--- config.mk ---
export PLATFORM = sky130hd
export DESIGN_NAME = ecpri_tx_flat
export DESIGN_NICKNAME = d
export VERILOG_FILES = /design/src/rtl/ecpri_tx_if.sv /design/src/rtl/ecpri_tx.sv /design/src/flat_wrapper.sv
export SDC_FILE = /design/constraint.sdc
export NUM_CORES = 1
export LEC_CHECK = 0
export ABC_AREA = 1
export ABC_CLOCK_PERIOD_IN_PS = 2300
export BUFFER_PORTS_ARGS = -buffer_cell sky130_fd_sc_hd__buf_2
export CELL_PAD_IN_SITES_DETAIL_PLACEMENT = 0
export CELL_PAD_IN_SITES_GLOBAL_PLACEMENT = 1
export CORE_UTILIZATION = 38
export DETAILED_ROUTE_END_ITERATION = 10
export PLACE_DENSITY = 0.81
export SLEW_MARGIN = 20
export SYNTH_ARGS = -nofsm -noshare
export SYNTH_HDL_FRONTEND = slang
export SYNTH_SLANG_ARGS = --single-unit
--- constraint.sdc ---
create_clock -name clk -period 2.3 [get_ports clk]
set_input_delay 0.115 -clock clk [delete_from_list [all_inputs] [get_ports clk]]
set_output_delay 0.115 -clock clk [all_outputs]
set_load 0.02 [all_outputs]
--- src/rtl/ecpri_tx_if.sv ---
// Bundle of request fields, header/payload RAM read ports and packet RAM
// write port of ecpri_tx. master = requester/memory side, slave = ecpri_tx.
interface ecpri_tx_if #(
  parameter int DATA_WIDTH = 8,
  parameter int ADDR_WIDTH = 16
);
  logic                  send_read_resp;
  logic                  send_write_resp;
  logic [7:0]            resp_payload_len;
  logic [7:0]            rm_acc_id;
  logic [15:0]           rm_ele_id;
  logic [47:0]           rm_addr;
  logic [ADDR_WIDTH-1:0] addr_h;
  logic                  oe_h;
  logic [DATA_WIDTH-1:0] data_h;
  logic [ADDR_WIDTH-1:0] addr_p;
  logic                  oe_p;
  logic [DATA_WIDTH-1:0] data_p;
  logic [ADDR_WIDTH-1:0] addr_0;
  logic [DATA_WIDTH-1:0] data_0;
  logic                  we_0;
  logic                  busy;
  logic                  tx_done;
  logic [15:0]           tx_len;

  modport master (
    output send_read_resp, send_write_resp, resp_payload_len,
           rm_acc_id, rm_ele_id, rm_addr, data_h, data_p,
    input  addr_h, oe_h, addr_p, oe_p, addr_0, data_0, we_0,
           busy, tx_done, tx_len
  );

  modport slave (
    input  send_read_resp, send_write_resp, resp_payload_len,
           rm_acc_id, rm_ele_id, rm_addr, data_h, data_p,
    output addr_h, oe_h, addr_p, oe_p, addr_0, data_0, we_0,
           busy, tx_done, tx_len
  );
endinterface

--- src/rtl/ecpri_tx.sv ---
// eCPRI remote-memory read/write response builder, one byte per cycle into the
// transmit packet RAM. Define ECPRI_TX_VLAN_EN to insert an 802.1Q tag.
module ecpri_tx #(
  parameter int          DATA_WIDTH = 8,
  parameter int          ADDR_WIDTH = 16,
  parameter logic [7:0]  ECPRI_REV  = 8'h10,
  parameter logic [15:0] VLAN_TCI   = 16'h0000
) (
  input logic       clk,
  input logic       reset,
  ecpri_tx_if.slave bus
);

  typedef enum logic [2:0] {
    IDLE      = 3'd0,
    ETH_HDR   = 3'd1,
`ifdef ECPRI_TX_VLAN_EN
    VLAN_TAG  = 3'd2,
`endif
    ETYPE     = 3'd3,
    ECPRI_HDR = 3'd4,
    RM_HDR    = 3'd5,
    PAYLOAD   = 3'd6,
    DONE      = 3'd7
  } state_e;

  localparam logic [1:0] SEL_REG = 2'd0;
  localparam logic [1:0] SEL_H   = 2'd1;
  localparam logic [1:0] SEL_P   = 2'd2;

  state_e                state_q;
  logic [7:0]            cnt_q, len_q, acc_q;
  logic [15:0]           pos_q, ele_q, tx_len_q;
  logic [47:0]           raddr_q;
  logic                  is_read_q, pending_q, busy_q, tx_done_q;
  logic                  we_0_q, oe_h_q, oe_p_q;
  logic [ADDR_WIDTH-1:0] addr_h_q, addr_p_q, addr_0_q;
  logic [DATA_WIDTH-1:0] data_q;
  logic [1:0]            sel_q, sel_d;
  logic                  emit_d;
  logic [7:0]            byte_d;
  logic [15:0]           size_d;

  assign size_d = 16'd12 + {8'd0, len_q};

`ifndef ECPRI_TX_VLAN_EN
  logic unused_tci;
  assign unused_tci = ^VLAN_TCI;
`endif

  // Byte to emit in the current state; RAM-sourced bytes are selected at the output.
  always_comb begin
    emit_d = 1'b1;
    sel_d  = SEL_REG;
    byte_d = 8'h00;
    case (state_q)
      ETH_HDR: sel_d = SEL_H;
`ifdef ECPRI_TX_VLAN_EN
      VLAN_TAG: begin
        case (cnt_q[1:0])
          2'd0:    byte_d = 8'h81;
          2'd1:    byte_d = 8'h00;
          2'd2:    byte_d = VLAN_TCI[15:8];
          default: byte_d = VLAN_TCI[7:0];
        endcase
      end
`endif
      ETYPE: byte_d = cnt_q[0] ? 8'hFE : 8'hAE;
      ECPRI_HDR: begin
        case (cnt_q[1:0])
          2'd0:    byte_d = ECPRI_REV;
          2'd1:    byte_d = 8'h04;
          2'd2:    byte_d = size_d[15:8];
          default: byte_d = size_d[7:0];
        endcase
      end
      RM_HDR: begin
        case (cnt_q[3:0])
          4'd0:    byte_d = acc_q;
          4'd1:    byte_d = is_read_q ? 8'h02 : 8'h03;
          4'd2:    byte_d = ele_q[15:8];
          4'd3:    byte_d = ele_q[7:0];
          4'd4:    byte_d = raddr_q[47:40];
          4'd5:    byte_d = raddr_q[39:32];
          4'd6:    byte_d = raddr_q[31:24];
          4'd7:    byte_d = raddr_q[23:16];
          4'd8:    byte_d = raddr_q[15:8];
          4'd9:    byte_d = raddr_q[7:0];
          4'd10:   byte_d = 8'h00;
          default: byte_d = len_q;
        endcase
      end
      PAYLOAD: sel_d = SEL_P;
      default: emit_d = 1'b0;
    endcase
  end

  // Packet sequencer: RAM reads are issued one cycle ahead of the byte they feed.
  always_ff @(posedge clk) begin
    if (reset) begin
      state_q   <= IDLE;
      cnt_q     <= 8'd0;
      len_q     <= 8'd0;
      acc_q     <= 8'd0;
      pos_q     <= 16'd0;
      ele_q     <= 16'd0;
      tx_len_q  <= 16'd0;
      raddr_q   <= 48'd0;
      is_read_q <= 1'b0;
      pending_q <= 1'b0;
      busy_q    <= 1'b0;
      tx_done_q <= 1'b0;
      we_0_q    <= 1'b0;
      oe_h_q    <= 1'b0;
      oe_p_q    <= 1'b0;
      addr_h_q  <= '0;
      addr_p_q  <= '0;
      addr_0_q  <= '0;
      data_q    <= '0;
      sel_q     <= SEL_REG;
    end else begin
      we_0_q    <= emit_d;
      tx_done_q <= 1'b0;
      sel_q     <= sel_d;
      if (emit_d) begin
        addr_0_q <= ADDR_WIDTH'(pos_q);
        pos_q    <= pos_q + 16'd1;
        data_q   <= DATA_WIDTH'(byte_d);
      end
      case (state_q)
        IDLE: begin
          busy_q <= 1'b0;
          if (pending_q || (!busy_q && (bus.send_read_resp || bus.send_write_resp))) begin
            state_q  <= ETH_HDR;
            cnt_q    <= 8'd0;
            pos_q    <= 16'd0;
            oe_h_q   <= 1'b1;
            addr_h_q <= '0;
            busy_q   <= 1'b1;
            if (pending_q) begin
              // Deferred write reuses the fields latched with the read.
              is_read_q <= 1'b0;
              len_q     <= 8'd0;
              pending_q <= 1'b0;
            end else begin
              acc_q     <= bus.rm_acc_id;
              ele_q     <= bus.rm_ele_id;
              raddr_q   <= bus.rm_addr;
              is_read_q <= bus.send_read_resp;
              len_q     <= bus.send_read_resp ? bus.resp_payload_len : 8'd0;
              pending_q <= bus.send_read_resp & bus.send_write_resp;
            end
          end
        end
        ETH_HDR: begin
          if (cnt_q == 8'd11) begin
            cnt_q    <= 8'd0;
            oe_h_q   <= 1'b0;
            addr_h_q <= '0;
`ifdef ECPRI_TX_VLAN_EN
            state_q  <= VLAN_TAG;
`else
            state_q  <= ETYPE;
`endif
          end else begin
            cnt_q    <= cnt_q + 8'd1;
            addr_h_q <= ADDR_WIDTH'(cnt_q + 8'd1);
          end
        end
`ifdef ECPRI_TX_VLAN_EN
        VLAN_TAG: begin
          cnt_q   <= (cnt_q == 8'd3) ? 8'd0 : cnt_q + 8'd1;
          state_q <= (cnt_q == 8'd3) ? ETYPE : VLAN_TAG;
        end
`endif
        ETYPE: begin
          cnt_q   <= (cnt_q == 8'd1) ? 8'd0 : cnt_q + 8'd1;
          state_q <= (cnt_q == 8'd1) ? ECPRI_HDR : ETYPE;
        end
        ECPRI_HDR: begin
          cnt_q   <= (cnt_q == 8'd3) ? 8'd0 : cnt_q + 8'd1;
          state_q <= (cnt_q == 8'd3) ? RM_HDR : ECPRI_HDR;
        end
        RM_HDR: begin
          if (cnt_q == 8'd11) begin
            cnt_q <= 8'd0;
            if (is_read_q && (len_q != 8'd0)) begin
              oe_p_q   <= 1'b1;
              addr_p_q <= '0;
              state_q  <= PAYLOAD;
            end else begin
              state_q  <= DONE;
            end
          end else begin
            cnt_q <= cnt_q + 8'd1;
          end
        end
        PAYLOAD: begin
          if ((cnt_q + 8'd1) == len_q) begin
            oe_p_q   <= 1'b0;
            addr_p_q <= '0;
            state_q  <= DONE;
          end else begin
            cnt_q    <= cnt_q + 8'd1;
            addr_p_q <= ADDR_WIDTH'(cnt_q + 8'd1);
          end
        end
        DONE: begin
          tx_done_q <= 1'b1;
          tx_len_q  <= pos_q;
          state_q   <= IDLE;
        end
        default: state_q <= IDLE;
      endcase
    end
  end

  assign bus.addr_h  = addr_h_q;
  assign bus.oe_h    = oe_h_q;
  assign bus.addr_p  = addr_p_q;
  assign bus.oe_p    = oe_p_q;
  assign bus.addr_0  = addr_0_q;
  assign bus.we_0    = we_0_q;
  assign bus.busy    = busy_q;
  assign bus.tx_done = tx_done_q;
  assign bus.tx_len  = tx_len_q;
  assign bus.data_0  = (sel_q == SEL_H) ? bus.data_h :
                       (sel_q == SEL_P) ? bus.data_p : data_q;

endmodule

--- src/flat_wrapper.sv ---
// flat-port wrapper written by rule: the top's interface ports become plain ports
module ecpri_tx_flat 
#(
  parameter int          DATA_WIDTH = 8,
  parameter int          ADDR_WIDTH = 16,
  parameter logic [7:0]  ECPRI_REV  = 8'h10,
  parameter logic [15:0] VLAN_TCI   = 16'h0000
)
  (clk, reset, bus_send_read_resp, bus_send_write_resp, bus_resp_payload_len, bus_rm_acc_id, bus_rm_ele_id, bus_rm_addr, bus_data_h, bus_data_p, bus_addr_h, bus_oe_h, bus_addr_p, bus_oe_p, bus_addr_0, bus_data_0, bus_we_0, bus_busy, bus_tx_done, bus_tx_len);
  ecpri_tx_if #(.DATA_WIDTH(DATA_WIDTH), .ADDR_WIDTH(ADDR_WIDTH)) bus_i ();
  input logic clk;
  input logic reset;
  input wire logic [$bits(bus_i.send_read_resp)-1:0] bus_send_read_resp;
  input wire logic [$bits(bus_i.send_write_resp)-1:0] bus_send_write_resp;
  input wire logic [$bits(bus_i.resp_payload_len)-1:0] bus_resp_payload_len;
  input wire logic [$bits(bus_i.rm_acc_id)-1:0] bus_rm_acc_id;
  input wire logic [$bits(bus_i.rm_ele_id)-1:0] bus_rm_ele_id;
  input wire logic [$bits(bus_i.rm_addr)-1:0] bus_rm_addr;
  input wire logic [$bits(bus_i.data_h)-1:0] bus_data_h;
  input wire logic [$bits(bus_i.data_p)-1:0] bus_data_p;
  output wire logic [$bits(bus_i.addr_h)-1:0] bus_addr_h;
  output wire logic [$bits(bus_i.oe_h)-1:0] bus_oe_h;
  output wire logic [$bits(bus_i.addr_p)-1:0] bus_addr_p;
  output wire logic [$bits(bus_i.oe_p)-1:0] bus_oe_p;
  output wire logic [$bits(bus_i.addr_0)-1:0] bus_addr_0;
  output wire logic [$bits(bus_i.data_0)-1:0] bus_data_0;
  output wire logic [$bits(bus_i.we_0)-1:0] bus_we_0;
  output wire logic [$bits(bus_i.busy)-1:0] bus_busy;
  output wire logic [$bits(bus_i.tx_done)-1:0] bus_tx_done;
  output wire logic [$bits(bus_i.tx_len)-1:0] bus_tx_len;
  assign bus_i.send_read_resp = bus_send_read_resp;
  assign bus_i.send_write_resp = bus_send_write_resp;
  assign bus_i.resp_payload_len = bus_resp_payload_len;
  assign bus_i.rm_acc_id = bus_rm_acc_id;
  assign bus_i.rm_ele_id = bus_rm_ele_id;
  assign bus_i.rm_addr = bus_rm_addr;
  assign bus_i.data_h = bus_data_h;
  assign bus_i.data_p = bus_data_p;
  assign bus_addr_h = bus_i.addr_h;
  assign bus_oe_h = bus_i.oe_h;
  assign bus_addr_p = bus_i.addr_p;
  assign bus_oe_p = bus_i.oe_p;
  assign bus_addr_0 = bus_i.addr_0;
  assign bus_data_0 = bus_i.data_0;
  assign bus_we_0 = bus_i.we_0;
  assign bus_busy = bus_i.busy;
  assign bus_tx_done = bus_i.tx_done;
  assign bus_tx_len = bus_i.tx_len;
  ecpri_tx #(.DATA_WIDTH(DATA_WIDTH), .ADDR_WIDTH(ADDR_WIDTH), .ECPRI_REV(ECPRI_REV), .VLAN_TCI(VLAN_TCI)) u_core (.clk(clk), .reset(reset), .bus(bus_i));
endmodule
==> qor.json <==
{
  "clock_network": {
    "cts.repair_timing.setup_buffer_count": 0,
    "numCtsBuffers": 17,
    "clkSlewWorstSetupHoldPaths_ns": 0.07,
    "cts_sinks": 174,
    "clk_path_buf_depth": 2,
    "clockRootBuffer": "clkbuf_16",
    "worst_skew_pair.late_latency_ns": 0.45,
    "clock_tree_from_tritoncts": "built",
    "htreeDepth": 4
  },
  "drt": {
    "routed_wire_length_per_instance_um": 15.2,
    "via_count": 8170,
    "via_per_inst": 4.98,
    "drt-pass1-iter-count": 5,
    "post_route_wl_mm": 24.9,
    "remaining_drc_errors": 0,
    "antenna_violating_nets_post_route": 0,
    "initialDrtViolationCount": 606
  },
  "sta": {
    "setup_viol_count_final": 0,
    "number_of_endpoints_with_negative_hold_slack_in_the_final_report": 0,
    "period_share": 0.899,
    "skew_ns": 0.0126,
    "fin_ws_ns": 0.233,
    "grt_setup_unrepaired": "false",
    "timing.max_slew.rel_slack": 0.621,
    "max_freq_mhz": 484,
    "total_negative_setup_slacks_ns": 0,
    "report.final.slew_viol_count": 0,
    "period_needed_ns": 2.07,
    "max_slew.worst_pin.slew_ns": 0.567
  },
  "synthesis": {
    "synth_area_per_cell_um2": 7.03,
    "synthesis.area_mm2": 0.00793,
    "synth_cell_type_count": 42,
    "async_sr_flop_fraction": 0,
    "synth_edf_count": 0,
    "ys.warnings.count": 0,
    "ranking_of_synthesized_cells_by_area": "dfxtp_1 44%, nand2_1 8.8%, nor2_1 8.0%",
    "ys_dominant_reg_cell": "dfxtp_1",
    "synthCells": 1127,
    "synth_top_area_cell": "dfxtp_1",
    "synth-seq-cells": 174,
    "seq_area_frac_synth": 0.439,
    "synth_top_area_share": 0.439
  },
  "layout": {
    "fin_cells": 1639,
    "final_cell_mix": "186 x nand2_1, 170 x dfxtp_1, 168 x nor2_1",
    "final_layout_size_suffix_gt1_frac": 0.184,
    "mostFrequentLayoutCell": "nand2_1",
    "post-route-cell-area_mm2": 0.0104,
    "layout.nets": 1463,
    "layout.core_utilization": 0.510,
    "antennaDiodeCount": 0,
    "area_growth_pct": 30.9
  },
  "setup_path": {
    "cp.required_ns": 2.61,
    "r2r_start": "u_core.cnt_q[0]",
    "crit_path_end_kind": "flip-flop",
    "critPathTopFamily": "simple AND/OR/NAND/NOR gates",
    "worstSetupStartpoint": "u_core.cnt_q[0]",
    "cp_num_buf_inv": 3,
    "startpoint_kind_of_the_worst_setup_timing_path": "flip-flop",
    "arrival_worst_endpoint_ns": 2.37,
    "reg2reg_setup_slack_ns": 0.23,
    "worst_r2r_endpoint": "u_core.bus.addr_p[4]",
    "reg2reg_depth": 12,
    "worstSetupPathType": "flip-flop to flip-flop",
    "end_of_the_critical_path": "u_core.bus.addr_p[4]",
    "timing.critical_path.slowest_cell_delay_ns": 0.40,
    "timing.critical_path.depth": 12,
    "crit_slowest_cell": "dfxtp_2",
    "cell_by_cell_listing_of_the_critical_path": "inv_1, ha_1, inv_1, nand2_1, nand4_1, nor2_1, o21ai_1, nor2_1, nand2_1, buf_4, nand4_1, a21oi_1",
    "cp_max_fo": 7
  },
  "global_route": {
    "globalRouteOverflowTotal": 0,
    "grt_use_total": 0.236,
    "grt_first_pass_wirelength_mm": 39.7,
    "largest_net_degree_at_the_start_of_global_routing": 114,
    "vias_in_the_first_global_route": 7854,
    "antenna_violations_before_repair": 0
  },
  "floorplan": {
    "num_rows": 52,
    "floorplan.core_area_mm2": 0.0204,
    "fp.dieW_um": 146,
    "design.die.area_mm2": 0.0214,
    "num_io_pins": 177,
    "floorplan.die.height_um": 146,
    "initial_core_util": 0.389
  },
  "worst_hold_path": {
    "worst_hold_path_type": "input pin to flip-flop"
  },
  "place": {
    "place.detailed.instances": 1538,
    "gp_routability_congestion": 0.881,
    "dp_hpwl_mm": 17.8,
    "dpl-instance-area_mm2": 0.00907,
    "portbufs": 162,
    "preCtsSetupSlack_ns": 0.0895
  },
  "run_status": {
    "outcome": "complete, no violations"
  },
  "power_and_ir_drop": {
    "total_leakage_power_nw": 4.65,
    "irDropWorstVdd_v": 0.000690,
    "power_per_cell_area_mw_per_mm2": 1210
  },
  "job": {
    "maxCapViolations": 0
  }
}
-- where the power goes --
| part | switching [mW] | internal [mW] | leakage [nW] | total [mW] |
|---|---|---|---|---|
| logic | 3.45 | 1.68 | 2.93 | 5.14 |
| registers | 0.510 | 3.89 | 1.43 | 4.40 |
| clock network | 1.33 | 1.65 | 0.294 | 2.98 |
-- state kept, by name, summed over array words and instances (netlist names) --
register	flops
u_core.acc_q	8
u_core.bus.addr_0	16
u_core.bus.addr_h	9
u_core.bus.addr_p	9
u_core.bus.busy	1
u_core.bus.oe_h	1
u_core.bus.oe_p	1
u_core.bus.tx_done	1
u_core.bus.tx_len	16
u_core.bus.we_0	1
u_core.cnt_q	8
u_core.data_q	8
u_core.ele_q	16
u_core.is_read_q	1
u_core.len_q	8
u_core.pending_q	1
u_core.pos_q	16
u_core.raddr_q	48
u_core.sel_q	2
u_core.state_q	3
-- area by class of cell --
cell class	count	area, um^2
fillers	2050	9990
multi-input cells	777	3700
flip-flops and latches	174	3490
repair buffers	262	1780
inverters	124	465
clock buffers	18	429
well taps	270	338
clock inverters	14	170
-- layer usage --
| metal | global-route usage | wire [um] | vias up |
|---|---|---|---|
| met5 | 0 | 0 | - |
| met4 | 0.0813 | 474 | 0 |
| met3 | 0.0406 | 1130 | 33 |
| met2 | 0.390 | 11900 | 219 |
| met1 | 0.309 | 11500 | 3801 |
| li1 | - | - | 4117 |
-- cells in the mapped netlist, drive strengths merged, types with 2 or more instances --
library cell  count
a211oi            2
nor2            177
a21oi            95
nand3b            3
nand3            98
nor3             13
clkinv            2
o221ai            2
buf              30
ha                7
nand4            20
xnor2             5
dfxtp           174
o22ai            19
inv             122
nor4              2
o21ai           104
o211ai            9
nand2           189
xor2              8
clkbuf           35
-- how the worst min path moves through the flow --
stage / start / end / slack, ns / depth (start not counted)
final: bus_rm_addr[35] / u_core.raddr_q[35] / 0.0002 / 3
after global routing: bus_rm_acc_id[2] / u_core.acc_q[2] / 0.004 / 3
after floorplan: bus_rm_acc_id[0] / u_core.acc_q[0] / 0.25 / 2
after detailed placement: bus_rm_addr[45] / u_core.raddr_q[45] / 0.34 / 3
after global placement: bus_rm_addr[46] / u_core.raddr_q[46] / 0.34 / 3
after CTS: bus_rm_ele_id[11] / u_core.ele_q[11] / 0.0007 / 3
-- timing repair --
| action | in CTS | in global routing |
|---|---|---|
| hold buffers | 69 | 0 |
| setup endpoints to repair | 0 | 19 |
| endpoints found under the hold margin | 69 | 0 |
| resized for setup | 0 | 6 |
-- tightest hold or removal path, delay by kind of cell --
family / cells / cell delay, ns
buffers and inverters: 1 / 0.07
AO/OA/AOI/OAI: 2 / 0.20
-- metrics by stage --
step	power, mW	hold slack [ns]
after detailed placement	9.41	0.341
after global placement	9.38	0.336
after floorplan	7.81	0.250
after global routing	13.4	0.00409
final	12.5	0.000240
after CTS	12.5	0.000685
-- logic make-up (layout without fill, tap and decap cells) --
kind of cell / after synthesis / after routing / share of synthesized area
other: 1 / 14 / 0.000473
AND/OR/NAND/NOR: 505 / 505 / 0.273
flip-flops: 174 / 174 / 0.439
XOR/XNOR: 13 / 13 / 0.0144
AO/OA/AOI/OAI: 238 / 238 / 0.160
buffers and inverters: 189 / 418 / 0.101
adder cells (fa/ha/maj): 7 / 7 / 0.0110
Note: power is estimated with default switching activity, not from simulation.
